--- src/rtl/pc_fetch_stage_pkg.sv ---
// Shared encodings and constants for the PC / IF-ID fetch stage.
// Optional supervisor masking is controlled by the PC_SUPERVISOR_EN macro.
package pc_fetch_stage_pkg;

  typedef enum logic [1:0] {
    PCSRC_SEQ = 2'b00,
    PCSRC_BR  = 2'b01,
    PCSRC_J   = 2'b10,
    PCSRC_JR  = 2'b11
  } pc_src_e;

  localparam logic [31:0] DEF_RESET_PC  = 32'h8000_0000;
  localparam logic [31:0] DEF_ILLOP_PC  = 32'h8000_0004;
  localparam logic [31:0] DEF_XADR_PC   = 32'h8000_0008;
  localparam logic [31:0] DEF_NOP_INSTR = 32'h0000_0000;

  function automatic logic [31:0] jump_target(input logic [31:0] pcplus4,
                                              input logic [25:0] jt);
    return {pcplus4[31:28], jt, 2'b00};
  endfunction

endpackage

--- src/rtl/pc_fetch_stage_if.sv ---
// Control, instruction-memory and IF/ID signals of the fetch stage.
// master = fetch stage, slave = surrounding pipeline / memory.
interface pc_fetch_stage_if;
  logic [1:0]  pc_src;
  logic        redirect_req;
  logic        branch_taken;
  logic [31:0] ConBA;
  logic [25:0] jt;
  logic [31:0] databus_a;
  logic        irq;
  logic        exc;
  logic        stall;
  logic [31:0] imem_addr;
  logic [31:0] imem_rdata;
  logic [31:0] id_instr;
  logic [31:0] id_pcplus4;
  logic        id_valid;
  logic [31:0] epc;
  logic        trap_taken;

  modport master (
    input  pc_src, redirect_req, branch_taken, ConBA, jt, databus_a, irq, exc, stall,
    input  imem_rdata,
    output imem_addr, id_instr, id_pcplus4, id_valid, epc, trap_taken
  );

  modport slave (
    output pc_src, redirect_req, branch_taken, ConBA, jt, databus_a, irq, exc, stall,
    output imem_rdata,
    input  imem_addr, id_instr, id_pcplus4, id_valid, epc, trap_taken
  );
endinterface

--- src/rtl/pc_fetch_stage_pc_next_mux.sv ---
// Combinational redirect-target select and interrupt acceptance.
// PC_SUPERVISOR_EN: targets cannot set the kernel bit; irq only accepted in user mode.
module pc_fetch_stage_pc_next_mux
  import pc_fetch_stage_pkg::*;
(
  input  logic [31:0] pc_i,
  input  logic [1:0]  pc_src_i,
  input  logic        redirect_req_i,
  input  logic        branch_taken_i,
  input  logic [31:0] conba_i,
  input  logic [25:0] jt_i,
  input  logic [31:0] databus_a_i,
  input  logic        irq_i,
  output logic [31:0] pcplus4_o,
  output logic        redirect_o,
  output logic [31:0] target_o,
  output logic        irq_accept_o
);

  logic [31:0] pc4;

  always_comb begin
    pc4      = pc_i + 32'd4;
    target_o = pc4;
    unique case (pc_src_i)
      PCSRC_SEQ: target_o = pc4;
      PCSRC_BR:  target_o = conba_i;
      PCSRC_J:   target_o = jump_target(pc4, jt_i);
      PCSRC_JR:  target_o = databus_a_i;
      default:   target_o = pc4;
    endcase
`ifdef PC_SUPERVISOR_EN
    if (pc_src_i == PCSRC_BR || pc_src_i == PCSRC_J) begin
      target_o[31] = pc_i[31];
    end else if (pc_src_i == PCSRC_JR) begin
      target_o[31] = pc_i[31] & databus_a_i[31];
    end
    irq_accept_o = irq_i & ~pc_i[31];
`else
    irq_accept_o = irq_i;
`endif
    // A not-taken branch is just a sequential step, not a squashing redirect.
    redirect_o = redirect_req_i & ~((pc_src_i == PCSRC_BR) & ~branch_taken_i);
    pcplus4_o  = pc4;
  end

endmodule

--- src/rtl/pc_fetch_stage.sv ---
// PC register and IF/ID pipeline register with trap / redirect / stall priority.
// Optional macro PC_SUPERVISOR_EN enables kernel-bit masking in the next-PC mux.
module pc_fetch_stage
  import pc_fetch_stage_pkg::*;
#(
  parameter logic [31:0] RESET_PC  = DEF_RESET_PC,
  parameter logic [31:0] ILLOP_PC  = DEF_ILLOP_PC,
  parameter logic [31:0] XADR_PC   = DEF_XADR_PC,
  parameter logic [31:0] NOP_INSTR = DEF_NOP_INSTR
) (
  input logic              clk,
  input logic              reset,
  pc_fetch_stage_if.master bus
);

  logic [31:0] pc_q, pc_d;
  logic [31:0] instr_q, instr_d;
  logic [31:0] pcplus4_q, pcplus4_d;
  logic        valid_q, valid_d;
  logic [31:0] epc_q, epc_d;
  logic        trap_q, trap_d;

  logic [31:0] pcplus4;
  logic        redirect;
  logic [31:0] target;
  logic        irq_accept;

  pc_fetch_stage_pc_next_mux u_mux (
    .pc_i           (pc_q),
    .pc_src_i       (bus.pc_src),
    .redirect_req_i (bus.redirect_req),
    .branch_taken_i (bus.branch_taken),
    .conba_i        (bus.ConBA),
    .jt_i           (bus.jt),
    .databus_a_i    (bus.databus_a),
    .irq_i          (bus.irq),
    .pcplus4_o      (pcplus4),
    .redirect_o     (redirect),
    .target_o       (target),
    .irq_accept_o   (irq_accept)
  );

  always_comb begin
    pc_d      = pc_q;
    instr_d   = instr_q;
    pcplus4_d = pcplus4_q;
    valid_d   = valid_q;
    epc_d     = epc_q;
    trap_d    = 1'b0;
    if (bus.exc) begin
      // Faulting instruction sits in decode; its address is id_pcplus4 - 4.
      pc_d      = XADR_PC;
      epc_d     = pcplus4_q - 32'd4;
      trap_d    = 1'b1;
      instr_d   = NOP_INSTR;
      pcplus4_d = '0;
      valid_d   = 1'b0;
    end else if (irq_accept) begin
      pc_d      = ILLOP_PC;
      epc_d     = pc_q;
      trap_d    = 1'b1;
      instr_d   = NOP_INSTR;
      pcplus4_d = '0;
      valid_d   = 1'b0;
    end else if (redirect) begin
      pc_d      = target;
      instr_d   = NOP_INSTR;
      pcplus4_d = '0;
      valid_d   = 1'b0;
    end else if (!bus.stall) begin
      pc_d      = pcplus4;
      instr_d   = bus.imem_rdata;
      pcplus4_d = pcplus4;
      valid_d   = 1'b1;
    end
  end

  always_ff @(posedge clk) begin
    if (reset) begin
      pc_q      <= RESET_PC;
      instr_q   <= NOP_INSTR;
      pcplus4_q <= '0;
      valid_q   <= 1'b0;
      epc_q     <= '0;
      trap_q    <= 1'b0;
    end else begin
      pc_q      <= pc_d;
      instr_q   <= instr_d;
      pcplus4_q <= pcplus4_d;
      valid_q   <= valid_d;
      epc_q     <= epc_d;
      trap_q    <= trap_d;
    end
  end

  assign bus.imem_addr  = pc_q;
  assign bus.id_instr   = instr_q;
  assign bus.id_pcplus4 = pcplus4_q;
  assign bus.id_valid   = valid_q;
  assign bus.epc        = epc_q;
  assign bus.trap_taken = trap_q;

endmodule

--- src/flat_wrapper.sv ---
// flat-port wrapper written by rule: the top's interface ports become plain ports
module pc_fetch_stage_flat import pc_fetch_stage_pkg::*;
#(
  parameter logic [31:0] RESET_PC  = DEF_RESET_PC,
  parameter logic [31:0] ILLOP_PC  = DEF_ILLOP_PC,
  parameter logic [31:0] XADR_PC   = DEF_XADR_PC,
  parameter logic [31:0] NOP_INSTR = DEF_NOP_INSTR
)
  (clk, reset, bus_pc_src, bus_redirect_req, bus_branch_taken, bus_ConBA, bus_jt, bus_databus_a, bus_irq, bus_exc, bus_stall, bus_imem_rdata, bus_imem_addr, bus_id_instr, bus_id_pcplus4, bus_id_valid, bus_epc, bus_trap_taken);
  pc_fetch_stage_if bus_i ();
  input logic clk;
  input logic reset;
  input wire logic [$bits(bus_i.pc_src)-1:0] bus_pc_src;
  input wire logic [$bits(bus_i.redirect_req)-1:0] bus_redirect_req;
  input wire logic [$bits(bus_i.branch_taken)-1:0] bus_branch_taken;
  input wire logic [$bits(bus_i.ConBA)-1:0] bus_ConBA;
  input wire logic [$bits(bus_i.jt)-1:0] bus_jt;
  input wire logic [$bits(bus_i.databus_a)-1:0] bus_databus_a;
  input wire logic [$bits(bus_i.irq)-1:0] bus_irq;
  input wire logic [$bits(bus_i.exc)-1:0] bus_exc;
  input wire logic [$bits(bus_i.stall)-1:0] bus_stall;
  input wire logic [$bits(bus_i.imem_rdata)-1:0] bus_imem_rdata;
  output wire logic [$bits(bus_i.imem_addr)-1:0] bus_imem_addr;
  output wire logic [$bits(bus_i.id_instr)-1:0] bus_id_instr;
  output wire logic [$bits(bus_i.id_pcplus4)-1:0] bus_id_pcplus4;
  output wire logic [$bits(bus_i.id_valid)-1:0] bus_id_valid;
  output wire logic [$bits(bus_i.epc)-1:0] bus_epc;
  output wire logic [$bits(bus_i.trap_taken)-1:0] bus_trap_taken;
  assign bus_i.pc_src = bus_pc_src;
  assign bus_i.redirect_req = bus_redirect_req;
  assign bus_i.branch_taken = bus_branch_taken;
  assign bus_i.ConBA = bus_ConBA;
  assign bus_i.jt = bus_jt;
  assign bus_i.databus_a = bus_databus_a;
  assign bus_i.irq = bus_irq;
  assign bus_i.exc = bus_exc;
  assign bus_i.stall = bus_stall;
  assign bus_i.imem_rdata = bus_imem_rdata;
  assign bus_imem_addr = bus_i.imem_addr;
  assign bus_id_instr = bus_i.id_instr;
  assign bus_id_pcplus4 = bus_i.id_pcplus4;
  assign bus_id_valid = bus_i.id_valid;
  assign bus_epc = bus_i.epc;
  assign bus_trap_taken = bus_i.trap_taken;
  pc_fetch_stage #(.RESET_PC(RESET_PC), .ILLOP_PC(ILLOP_PC), .XADR_PC(XADR_PC), .NOP_INSTR(NOP_INSTR)) u_core (.clk(clk), .reset(reset), .bus(bus_i));
endmodule
--- config.mk ---
export PLATFORM = sky130hd
export DESIGN_NAME = pc_fetch_stage_flat
export DESIGN_NICKNAME = d
export VERILOG_FILES = /design/src/rtl/pc_fetch_stage_pkg.sv /design/src/rtl/pc_fetch_stage_if.sv /design/src/rtl/pc_fetch_stage_pc_next_mux.sv /design/src/rtl/pc_fetch_stage.sv /design/src/flat_wrapper.sv
export SDC_FILE = /design/constraint.sdc
export NUM_CORES = 1
export LEC_CHECK = 0
export ABC_AREA = 0
export BUFFER_PORTS_ARGS = -buffer_cell sky130_fd_sc_hd__buf_2
export CELL_PAD_IN_SITES_DETAIL_PLACEMENT = 2
export CELL_PAD_IN_SITES_GLOBAL_PLACEMENT = 2
export CORE_ASPECT_RATIO = 0.75
export CORE_MARGIN = 2
export CORE_UTILIZATION = 31
export CTS_CLUSTER_SIZE = 40
export DETAILED_ROUTE_END_ITERATION = 10
export GPL_ROUTABILITY_DRIVEN = 0
export PLACE_DENSITY_LB_ADDON = 0.1
export SETUP_SLACK_MARGIN = 0.5
export SLEW_MARGIN = 10
export SYNTH_ARGS = -nofsm -noshare
export SYNTH_HDL_FRONTEND = slang
export SYNTH_HIERARCHICAL = 1
export SYNTH_SLANG_ARGS = --single-unit
--- constraint.sdc ---
create_clock -name clk -period 4 [get_ports clk]
set_input_delay 0.4 -clock clk [delete_from_list [all_inputs] [get_ports clk]]
set_output_delay 0.4 -clock clk [all_outputs]
set_load 0.01 [all_outputs]
==> results of run 1 <==
[sequential cells by signal, indices dropped and copies added, names as in the netlist]
signal,flops
u_core/bus.id_pcplus4,32
u_core/bus.trap_taken,1
u_core/bus.epc,32
u_core/bus.imem_addr,32
u_core/bus.id_valid,1
u_core/bus.id_instr,32
[critical path, delay by kind of cell, from the launching register on]
kind             cells  cell delay [ps]
AND/OR/NAND/NOR      4             1400
AO/OA/AOI/OAI        1              160
XOR/XNOR             1              190
multiplexers         1              500
flip-flops           1              490
[area by class of cell]
cell class / instances / area (sq um) / share of cell area, %
tap: 294 / 367.9 / 4.064
multi-input combinational: 582 / 4078 / 45.05
clock buffer: 17 / 425.4 / 4.700
sequential: 130 / 2603 / 28.75
clock inverter: 13 / 165.2 / 1.825
inverter: 7 / 26.28 / 0.2903
timing repair buffer: 271 / 1386 / 15.32
[per-layer routing]
| layer | vias up | global-route usage (%) | wire [um] |
|---|---|---|---|
| met3 | 11 | 5.365 | 1540 |
| met4 | 0 | 4.821 | 195 |
| met5 | - | 0 | 0 |
| met2 | 192 | 36.63 | 12490 |
| li1 | 3227 | - | - |
| met1 | 3429 | 34.05 | 13510 |
[placed cells by master, fill, tap and decap left out, types with 4 or more instances in the layout]
cell | netlist | routed
buf_2 | 2 | 259
dfxtp_1 | 130 | 130
a21oi_1 | 95 | 95
nor2_1 | 88 | 88
nand2_1 | 78 | 78
mux2i_1 | 54 | 54
a211oi_1 | 31 | 31
xnor2_1 | 31 | 31
nand2b_1 | 29 | 29
mux4_2 | 22 | 22
xor2_1 | 21 | 21
clkbuf_16 | 0 | 17
nor2b_1 | 17 | 17
nand3_1 | 16 | 16
buf_4 | 4 | 12
o21ai_0 | 11 | 11
nand4_1 | 11 | 11
o22ai_1 | 9 | 9
inv_1 | 7 | 7
nor4_1 | 5 | 5
clkinvlp_4 | 0 | 4
clkinv_4 | 0 | 4
or3_1 | 4 | 4
or4_1 | 4 | 4
nor3_1 | 4 | 4
and3_1 | 4 | 4
o21a_1 | 4 | 4
mux4_1 | 4 | 4
[logic make-up (layout without fill, tap and decap cells)]
logic type / Yosys count / count (layout) / synth area share, %
simple gates: 284 / 284 / 21.07
flops: 130 / 130 / 37.48
xor+xnor: 52 / 52 / 6.560
compound gates: 161 / 161 / 13.62
buf+inv: 67 / 308 / 3.983
mux: 83 / 83 / 16.92
fa+ha+maj: 2 / 2 / 0.3604
[metrics by stage]
step / hold slack, ps / cell area, sq um / cells / setup slack [ps] / total power [mW]
CTS: 187.8 / 9051 / 1314 / 1120 / 3.441
finish: 197.1 / 9051 / 1314 / 1130 / 3.398
floorplan: 469.6 / 6943 / 779 / 1634 / 1.632
detailed placement: 435.1 / 8461 / 1284 / 1127 / 1.810
global route: 204.7 / 9051 / 1314 / 925.3 / 3.533
global placement: 433.4 / 8461 / 1284 / 1262 / 1.804
[report_power, final]
group          leakage (nW)  internal (mW)  switching, mW
registers              1.06           1.33         0.0320
clock network         0.277          0.973          0.641
logic                  2.73          0.193          0.228
total                  4.07           2.50          0.901
[worst min-delay path by stage]
| stage | end | slack (ps) | depth (start not counted) |
|---|---|---|---|
| after floorplan | u_core/bus.id_valid | 470 | 2 |
| after global placement | u_core/bus.id_valid | 430 | 2 |
| after detailed placement | u_core/bus.id_valid | 440 | 2 |
| after CTS | u_core/bus.id_instr[3] | 190 | 3 |
| after global routing | u_core/bus.id_instr[8] | 200 | 3 |
| final | u_core/bus.id_instr[3] | 200 | 3 |
==> reports/results.tsv, run 1 <==
metric	value	unit
status	finished, final reports clean	
cellLeakagePower	4.065	nW
worstMarginPinSlew	1084	ps
gr-total-overflow	0	
n_fill_cell	2539	
drt-initial-drc-count	265	
drv_slew	0	
grt_pass1_wl	43160	um
rsz0062_at_grt	false	
cts_max_level	4	
slew_headroom	27.13	%
clock_sinks	130	
grt_antenna_before_repair	0	
ys_types	53	
syn_area_per_cell	8.913	sq um
finalHoldViolCount	0	
yosysMostFrequentCell	dfxtp_1	
ios	261	
numCtsBuffers	17	
vias	6859	
hold_start	bus_imem_rdata[3]	
max_freq	348.5	MHz
cp_slowest_stage_delay	820	ps
synthArstFlopShare	0	%
synth_nets	912	
setup_tns	0	ps
synthFlopType	dfxtp_1	
clk_path_buf_depth	2	
rr_worst_depth	7	
synthTopCellsByArea	dfxtp_1 (37%), mux2i_1 (7.8%), mux4_2 (7.1%), a21oi_1 (6.8%), nor2_1 (4.8%)	
first_global_vias	7245	
hold_class	in -> reg	
root_buffer	clkbuf_16	
postCtsSetupRepairBufs	0	
wl	27740	um
syn_area	6943	sq um
max_cap_viol_count	0	
die_area	23620	sq um
critPathMaxFanout	8	
p_per_area	375.4	nW/um^2
yosysWarnings	6	
cts_tree	built	
synth_cells	779	
synth_common_cells	dfxtp_1 (130), a21oi_1 (95), nor2_1 (88), nand2_1 (78), mux2i_1 (54)	
ys_ff_latch	130	
clk_pin_slew	60	ps
crit_path_start_kind	register	
vdd_ir_drop_max	272.8	uV
cts_resized	0	
startpoint	u_core/bus.imem_addr[10]	
synth_top_cell_area_share	37.48	%
die_w	176.8	um
hpwl	19330	um
ctsHoldBuffers	0	
portBuffers	260	
crit_path_end	u_core/bus.imem_addr[27]	
worstReg2RegStart	u_core/bus.imem_addr[10]	
track_usage	23.78	%
start_util	31.48	%
ys_seq_area_share	37.48	%
path_cells	nand4_2 > nor4_4 > nand3_1 > xnor2_1 > mux4_1 > a21oi_1 > nor2_1	
r2r_end	u_core/bus.imem_addr[27]	
drc	0	
clk_latency	430	ps
yosys.area.top_type	dfxtp_1	
synth-edff-count	0	
chipHeight	133.6	um
syn_to_final_growth	30.37	%
dr.pass1.iters	5	
crit_type	reg -> reg	
drive_gt1_share	33.92	%
diodes	0	
clock-skew-final	13.94	ps
routed_via_density	5.220	
post-route-util	41.04	%
antenna_left	0	
rows	47	
critical_path.endpoint_type	register	
core_area	22050	sq um
finalCritPeriodShare	71.74	%
worstPathArrival	3170	ps
setup_viol	0	
reg2reg_slack	1130	ps
grt_max_degree	68	
nets	1142	
wl_per_cell	21.11	um
min_period	2870	ps
cp.required	4300	ps
cpMaxStageDelayCell	nor4_4	
No activity file was read; power rests on OpenSTA's default activity.
==> inputs of run 2 (changes only) <==
--- a/config.mk
+++ b/config.mk
@@ -11,7 +11,7 @@
 export CELL_PAD_IN_SITES_GLOBAL_PLACEMENT = 2
 export CORE_ASPECT_RATIO = 0.75
 export CORE_MARGIN = 2
-export CORE_UTILIZATION = 31
+export CORE_UTILIZATION = 28
 export CTS_CLUSTER_SIZE = 40
 export DETAILED_ROUTE_END_ITERATION = 10
 export GPL_ROUTABILITY_DRIVEN = 0
==> constraint.sdc (replaced) <==
create_clock -name clk -period 3 [get_ports clk]
set_input_delay 0.3 -clock clk [delete_from_list [all_inputs] [get_ports clk]]
set_output_delay 0.3 -clock clk [all_outputs]
set_load 0.01 [all_outputs]
==> run 2 against run 1 <==
  * Via count increased by 2.0%
  * Sequential cell count is the same
  * Power increased by 38%
  * Largest cell class unchanged
  * Final area is 3.1% higher
  * Sequential power is 34% higher
  * First-iteration DRC count increased by 29%
  * Maximum frequency is 21% higher
  * Critical endpoint is now u_core/bus.imem_addr[24]
  * Final cell count is 4.5% higher
  * Clock power up 43%
  * Count of clock-buffer cells in the layout up 5
==> reports/results.tsv, run 2 (same netlist as run 1, synthesis figures left out) <==
metric	value	unit	change
cp.required	3320	ps	-980 ps
dr.pass1.iters	4		-1
cts_max_level	4		unchanged
grt_use_met3	6.032	%	+0.67 points
clock-skew-final	9.213	ps	-4.723 ps
wl	29780	um	+7.3%
nets	1160		+1.6%
die_w	185.8	um	+5.1%
clk_path_buf_depth	2		unchanged
drv_slew	0		unchanged
crit_path_end	u_core/bus.imem_addr[24]		
p_switching	1.205	mW	+34%
worstReg2RegStart	u_core/bus.imem_addr[2]		
cpMaxStageDelayCell	mux4_2		
r2r_end	u_core/bus.imem_addr[24]		
combPwrFrac	12.4	%	about the same
critPathMaxFanout	8		unchanged
reg2reg_slack	620	ps	-510 ps
final_cells	1373		+4.5%
crit_path_start_kind	register		
cellLeakagePower	4.202	nW	+3.4%
top_usage_layer	met2		
dp.cells	1339		+4.3%
setup_viol	0		unchanged
cts_tree	built		
rsz0062_at_grt	true		
crit_type	reg -> reg		
seqPwrFrac	38.7	%	-1.4 points
vias	6994		+2.0%
grt_pass1_wl	45040	um	+4.4%
path_cells	ha_2 > nand2_1 > nor4_4 > buf_6 > nand4_1 > xnor2_1 > mux4_2 > a21oi_1 > nor2_1		
grt_max_degree	54		-21%
routed_via_density	5.094		-2.4%
p_int	3.494	mW	+40%
gr-total-overflow	0		unchanged
p_sw_share	25.64	%	-0.88 points
hpwl	21630	um	+12%
finalWorstSetupSlack	624.3	ps	-506.1 ps
clk_pin_slew	70	ps	about the same
hold_class	in -> reg		
worstPathArrival	2690	ps	-480 ps
gr-usage-met2	34.38	%	-2.3 points
postCtsSetupRepairBufs	0		unchanged
pre_cts_ws	495.9	ps	-631.5 ps
syn_to_final_growth	34.40	%	
grt_use_met1	32.93	%	-1.1 points
first_global_vias	7416		+2.4%
ctsHoldBuffers	0		unchanged
startpoint	u_core/bus.imem_addr[2]		
p_per_area	503.5	nW/um^2	+34%
rr_worst_depth	9		+2
max_freq	420.9	MHz	+21%
setup_tns	0	ps	unchanged
slew_headroom	43.48	%	+16 points
p_clk_share	48.9	%	+1.4 points
clock_sinks	130		unchanged
grt_antenna_before_repair	2		+2
track_usage	22.96	%	-0.82 points
rows	49		+4.3%
portBuffers	260		unchanged
critical_path.endpoint_type	register		
drc	0		unchanged
numCtsBuffers	17		unchanged
antenna_left	0		unchanged
status	finished, final reports clean		
finalCritPeriodShare	79.19	%	+7.4 points
root_buffer	clkbuf_16		
wl_per_cell	21.69	um	+2.7%
worstMarginPinSlew	847.8	ps	-236.2 ps
cp_slowest_stage_delay	470	ps	-350 ps
final_cell_mix	buf_2 (259), dfxtp_1 (122), a21oi_1 (95)		
vdd_ir_drop_max	404.8	uV	+48%
start_util	28.74	%	-2.7 points
min_period	2376	ps	-493.9 ps
ios	261		unchanged
die_area	26090	sq um	+10%
drive_gt1_share	36.06	%	+2.1 points
finalHoldViolCount	0		unchanged
max_cap_viol_count	0		unchanged
drt-initial-drc-count	343		+29%
final_common_cell	buf_2		
clk_latency	440	ps	about the same
chipHeight	140.4	um	+5.1%
core_area	24160	sq um	+9.5%
run 2: changes by cell type in the layout (fill, tap and decap cells not counted), sizes merged:
cell	before	now
diode	0	2
bufinv	3	4
clkbuf	17	22
clkinv	6	4
clkinvlp	4	2
buf	271	289
run 2: routing by layer:
metal  vias up  part of all wire [%]
li1       3270                     -
met1      3502                    49
met2       207                    43
met3        15                   6.9
met4         0                  0.81
met5         -                     0
run 2: timing repair:
| action | CTS | global route |
|---|---|---|
| gates cloned | 0 | 0 |
| setup endpoints to repair | 1 | 11 |
| resized for setup | 1 | 12 |
run 2: area by class of cell:
class / instances / area (sq um)
Fill cell: 2765 / 14820
Multi-Input combinational cell: 582 / 4094
Sequential cell: 130 / 2613
Timing Repair Buffer: 289 / 1550
Clock buffer: 22 / 474.2
Tap cell: 331 / 414.1
Clock inverter: 10 / 155.1
Inverter: 7 / 26.28
Antenna cell: 2 / 5.005
run 2: worst min-delay path by stage:
stage,end,from,slack (ps),cells past startpoint
2_1_floorplan,u_core/bus.id_instr[0],bus_imem_rdata[0],440,2
3_5_place_dp,u_core/bus.id_valid,u_core/bus.id_valid,450,2
4_1_cts,u_core/bus.id_instr[26],bus_imem_rdata[26],80,3
6_report,u_core/bus.id_instr[31],bus_imem_rdata[31],100,3
3_3_place_gp,u_core/bus.id_valid,u_core/bus.id_valid,440,2
5_1_grt,u_core/bus.id_instr[28],bus_imem_rdata[28],100,3
run 2: power by group through the flow:
stage	combinational (mW)	sequential (mW)	clock [mW]
after floorplan	0.312	1.86	0
after global placement	0.576	1.85	0
after detailed placement	0.585	1.85	0
after CTS	0.590	1.81	2.35
after global routing	0.636	1.82	2.43
final	0.584	1.82	2.30
run 2: worst max-delay path, delay by kind of cell, from the launching register on:
kind | cells | cell delay [ps]
xor gates and xnor gates | 1 | 170
muxes | 1 | 470
AOI/OAI and AO/OA | 1 | 170
DFF | 1 | 380
adders and majority gates | 1 | 220
buffers and inverters | 1 | 200
and+or+nand+nor | 4 | 650
run 2: metrics by stage:
| step | power, mW | hold slack, ps | util [%] | area, sq um |
|---|---|---|---|---|
| 3_5_place_dp | 2.438 | 445.3 | 35.87 | 8665 |
| 6_report | 4.698 | 99.32 | 38.63 | 9331 |
| 5_1_grt | 4.883 | 97.62 | 38.61 | 9326 |
| 2_1_floorplan | 2.175 | 443.9 | - | 6943 |
| 3_3_place_gp | 2.428 | 440.1 | 35.87 | 8665 |
| 4_1_cts | 4.753 | 79.14 | 38.49 | 9298 |
==> inputs of run 3 (changes only) <==
==> constraint.sdc (replaced) <==
create_clock -name clk -period 2.3 [get_ports clk]
set_input_delay 0.23 -clock clk [delete_from_list [all_inputs] [get_ports clk]]
set_output_delay 0.23 -clock clk [all_outputs]
set_load 0.01 [all_outputs]
==> run 3 against run 2 <==
  * Combinational power rose by 53%
  * Via count rose by 7.7%
  * Critical endpoint is now u_core/bus.imem_addr[23]
  * Largest cell class unchanged
  * Register-to-register slack got worse by 490 ps
  * Sequential power rose by 29%
  * First-iteration DRC count rose by 51%
  * Critical path type unchanged
  * Global-route usage rose by 2.5 points
  * Critical path depth fell by 1
==> reports/results.tsv, run 3 (same netlist as run 1, synthesis figures left out) <==
metric	value	unit	change
dr.pass1.iters	5		+1
syn_to_final_growth	53.40	%	
met2_length	15310	um	+19%
finalCritPeriodShare	94.10	%	+15 points
fin_hold_ws	40.18	ps	-59.14 ps
wl	35020	um	+18%
hold_start	bus_imem_rdata[5]		
critPathMaxFanout	8		unchanged
ios	261		unchanged
pre_cts_ws	123.3	ps	-372.6 ps
chipHeight	140.4	um	unchanged
grt_antenna_before_repair	0		-2
met3WireLength	2408	um	+18%
wl_met1	17130	um	+17%
routed_via_density	5.172		+1.5%
hpwl	24330	um	+12%
first_global_vias	7652		+3.2%
die_w	185.8	um	unchanged
crit_path_start_kind	register		
max_freq	462.1	MHz	+9.8%
finalWorstSetupSlack	135.7	ps	-488.6 ps
final_cell_mix	buf_2 (259), dfxtp_1 (101), buf_4 (92)		
vdd_ir_drop_max	599.8	uV	+48%
drc	0		unchanged
setup_viol	0		unchanged
p_per_area	574.0	nW/um^2	+14%
seq_area	2686	sq um	+2.8%
n_fill_cell	2659		-3.8%
drv_slew	0		unchanged
min_to	u_core/bus.id_instr[5]		
worstReg2RegStart	u_core/bus.imem_addr[12]		
cts_max_level	4		unchanged
root_buffer	clkbuf_16		
portBuffers	260		unchanged
routed.top_layer	met4		
cellLeakagePower	4.951	nW	+18%
rows	49		unchanged
status	finished, final reports clean		
hold_class	in -> reg		
grt_pass1_wl	49060	um	+8.9%
critPathBufInv	1		unchanged
slew_headroom	58.09	%	+15 points
worstPathArrival	2460	ps	-230 ps
nets	1245		+7.3%
clock-skew-final	18.30	ps	+9.090 ps
clk_path_buf_depth	2		unchanged
cpMaxStageDelayCell	mux4_2		
reg2reg_slack	140	ps	-490 ps
crit_type	reg -> reg		
rsz0062_at_grt	true		
hold_depth	3		unchanged
critical_path.endpoint_type	register		
cp.required	2600	ps	-720 ps
setup_tns	0	ps	unchanged
min_period	2164	ps	-211.4 ps
worstMarginPinSlew	624.9	ps	-222.9 ps
diodes	0		-2
antenna_left	0		unchanged
r2r_end	u_core/bus.imem_addr[23]		
max_cap_viol_count	0		unchanged
finalHoldViolCount	0		unchanged
final_common_cell	buf_2		
multiInputGateArea	4633	sq um	+13%
clk_latency	430	ps	about the same
track_usage	25.43	%	+2.5 points
cts_tree	built		
core_area	24160	sq um	unchanged
die_area	26090	sq um	unchanged
finalPower	6.113	mW	+30%
cp_top_family	simple AND/OR/NAND/NOR gates		
dp.cells	1362		+1.7%
wl_per_cell	24.05	um	+11%
vias	7531		+7.7%
clk_pin_slew	70	ps	about the same
gr-total-overflow	0		unchanged
grt_max_degree	43		-20%
start_util	28.74	%	unchanged
cp_slowest_stage_delay	460	ps	about the same
clock_sinks	130		unchanged
drive_gt1_share	49.96	%	+14 points
final_cells	1456		+6.0%
path_cells	nand4_4 > nor4_4 > buf_6 > nand3_1 > xnor2_2 > mux4_2 > a21oi_1 > nor2_1		
drt-initial-drc-count	518		+51%
numCtsBuffers	17		unchanged
rr_worst_depth	8		-1
## run 3: cell types whose count changed in the layout (fill, tap and decap cells not counted), moves of 10 or more
cell     delta
buf_4      +65
a21oi_1    -15
nand3_1    -10
dfxtp_1    -21
a21oi_2    +15
buf_6      +17
xnor2_1    -14
xnor2_2    +13
dfxtp_4    +19
## run 3: layout make-up
class	instances	share of cell area, %
Tap cell	331	3.889
Timing Repair Buffer	374	21.50
Multi-Input combinational cell	582	43.50
Sequential cell	130	25.22
Clock inverter	13	1.375
Inverter	7	0.2467
Clock buffer	19	4.265
## run 3: per-layer routing
metal	vias up	global-route usage (%)
met5	-	0
li1	3433	-
met1	3836	39.15
met2	252	36.08
met3	10	5.408
met4	0	4.890
## run 3: worst max-delay path by stage
stage	startpoint	endpoint	slack (ps)	cells past startpoint
final	u_core/bus.imem_addr[12]	u_core/bus.imem_addr[23]	140	8
after CTS	u_core/bus.imem_addr[3]	u_core/bus.imem_addr[26]	200	9
after global routing	u_core/bus.imem_addr[12]	u_core/bus.imem_addr[31]	-20	8
after global placement	u_core/bus.imem_addr[6]	u_core/bus.imem_addr[26]	180	8
after floorplan	u_core/bus.imem_addr[6]	u_core/bus.imem_addr[23]	280	7
after detailed placement	u_core/bus.imem_addr[6]	u_core/bus.imem_addr[26]	120	8
## run 3: timing repair
action,in CTS,in global routing
setup endpoints to repair,53,65
hold buffers,0,0
pin swaps,33,48
buffers inserted,32,30
gates resized for setup,53,74
## run 3: metrics by stage
stage                     util, %  area, sq um
after CTS                   41.61        10050
after global placement      37.18         8980
final                       44.09        10650
after detailed placement    37.18         8980
after floorplan                 -         7101
after global routing        44.09        10650
## run 3: report_power, final
group / switching [mW] / internal, mW
combinational: 0.482 / 0.414
clock: 1.19 / 1.68
sequential: 0.0488 / 2.29
## run 3: tightest hold or removal path, stage by stage
cell,delay (ps)
buf_2,70
mux2i_1,50
nor2_1,70
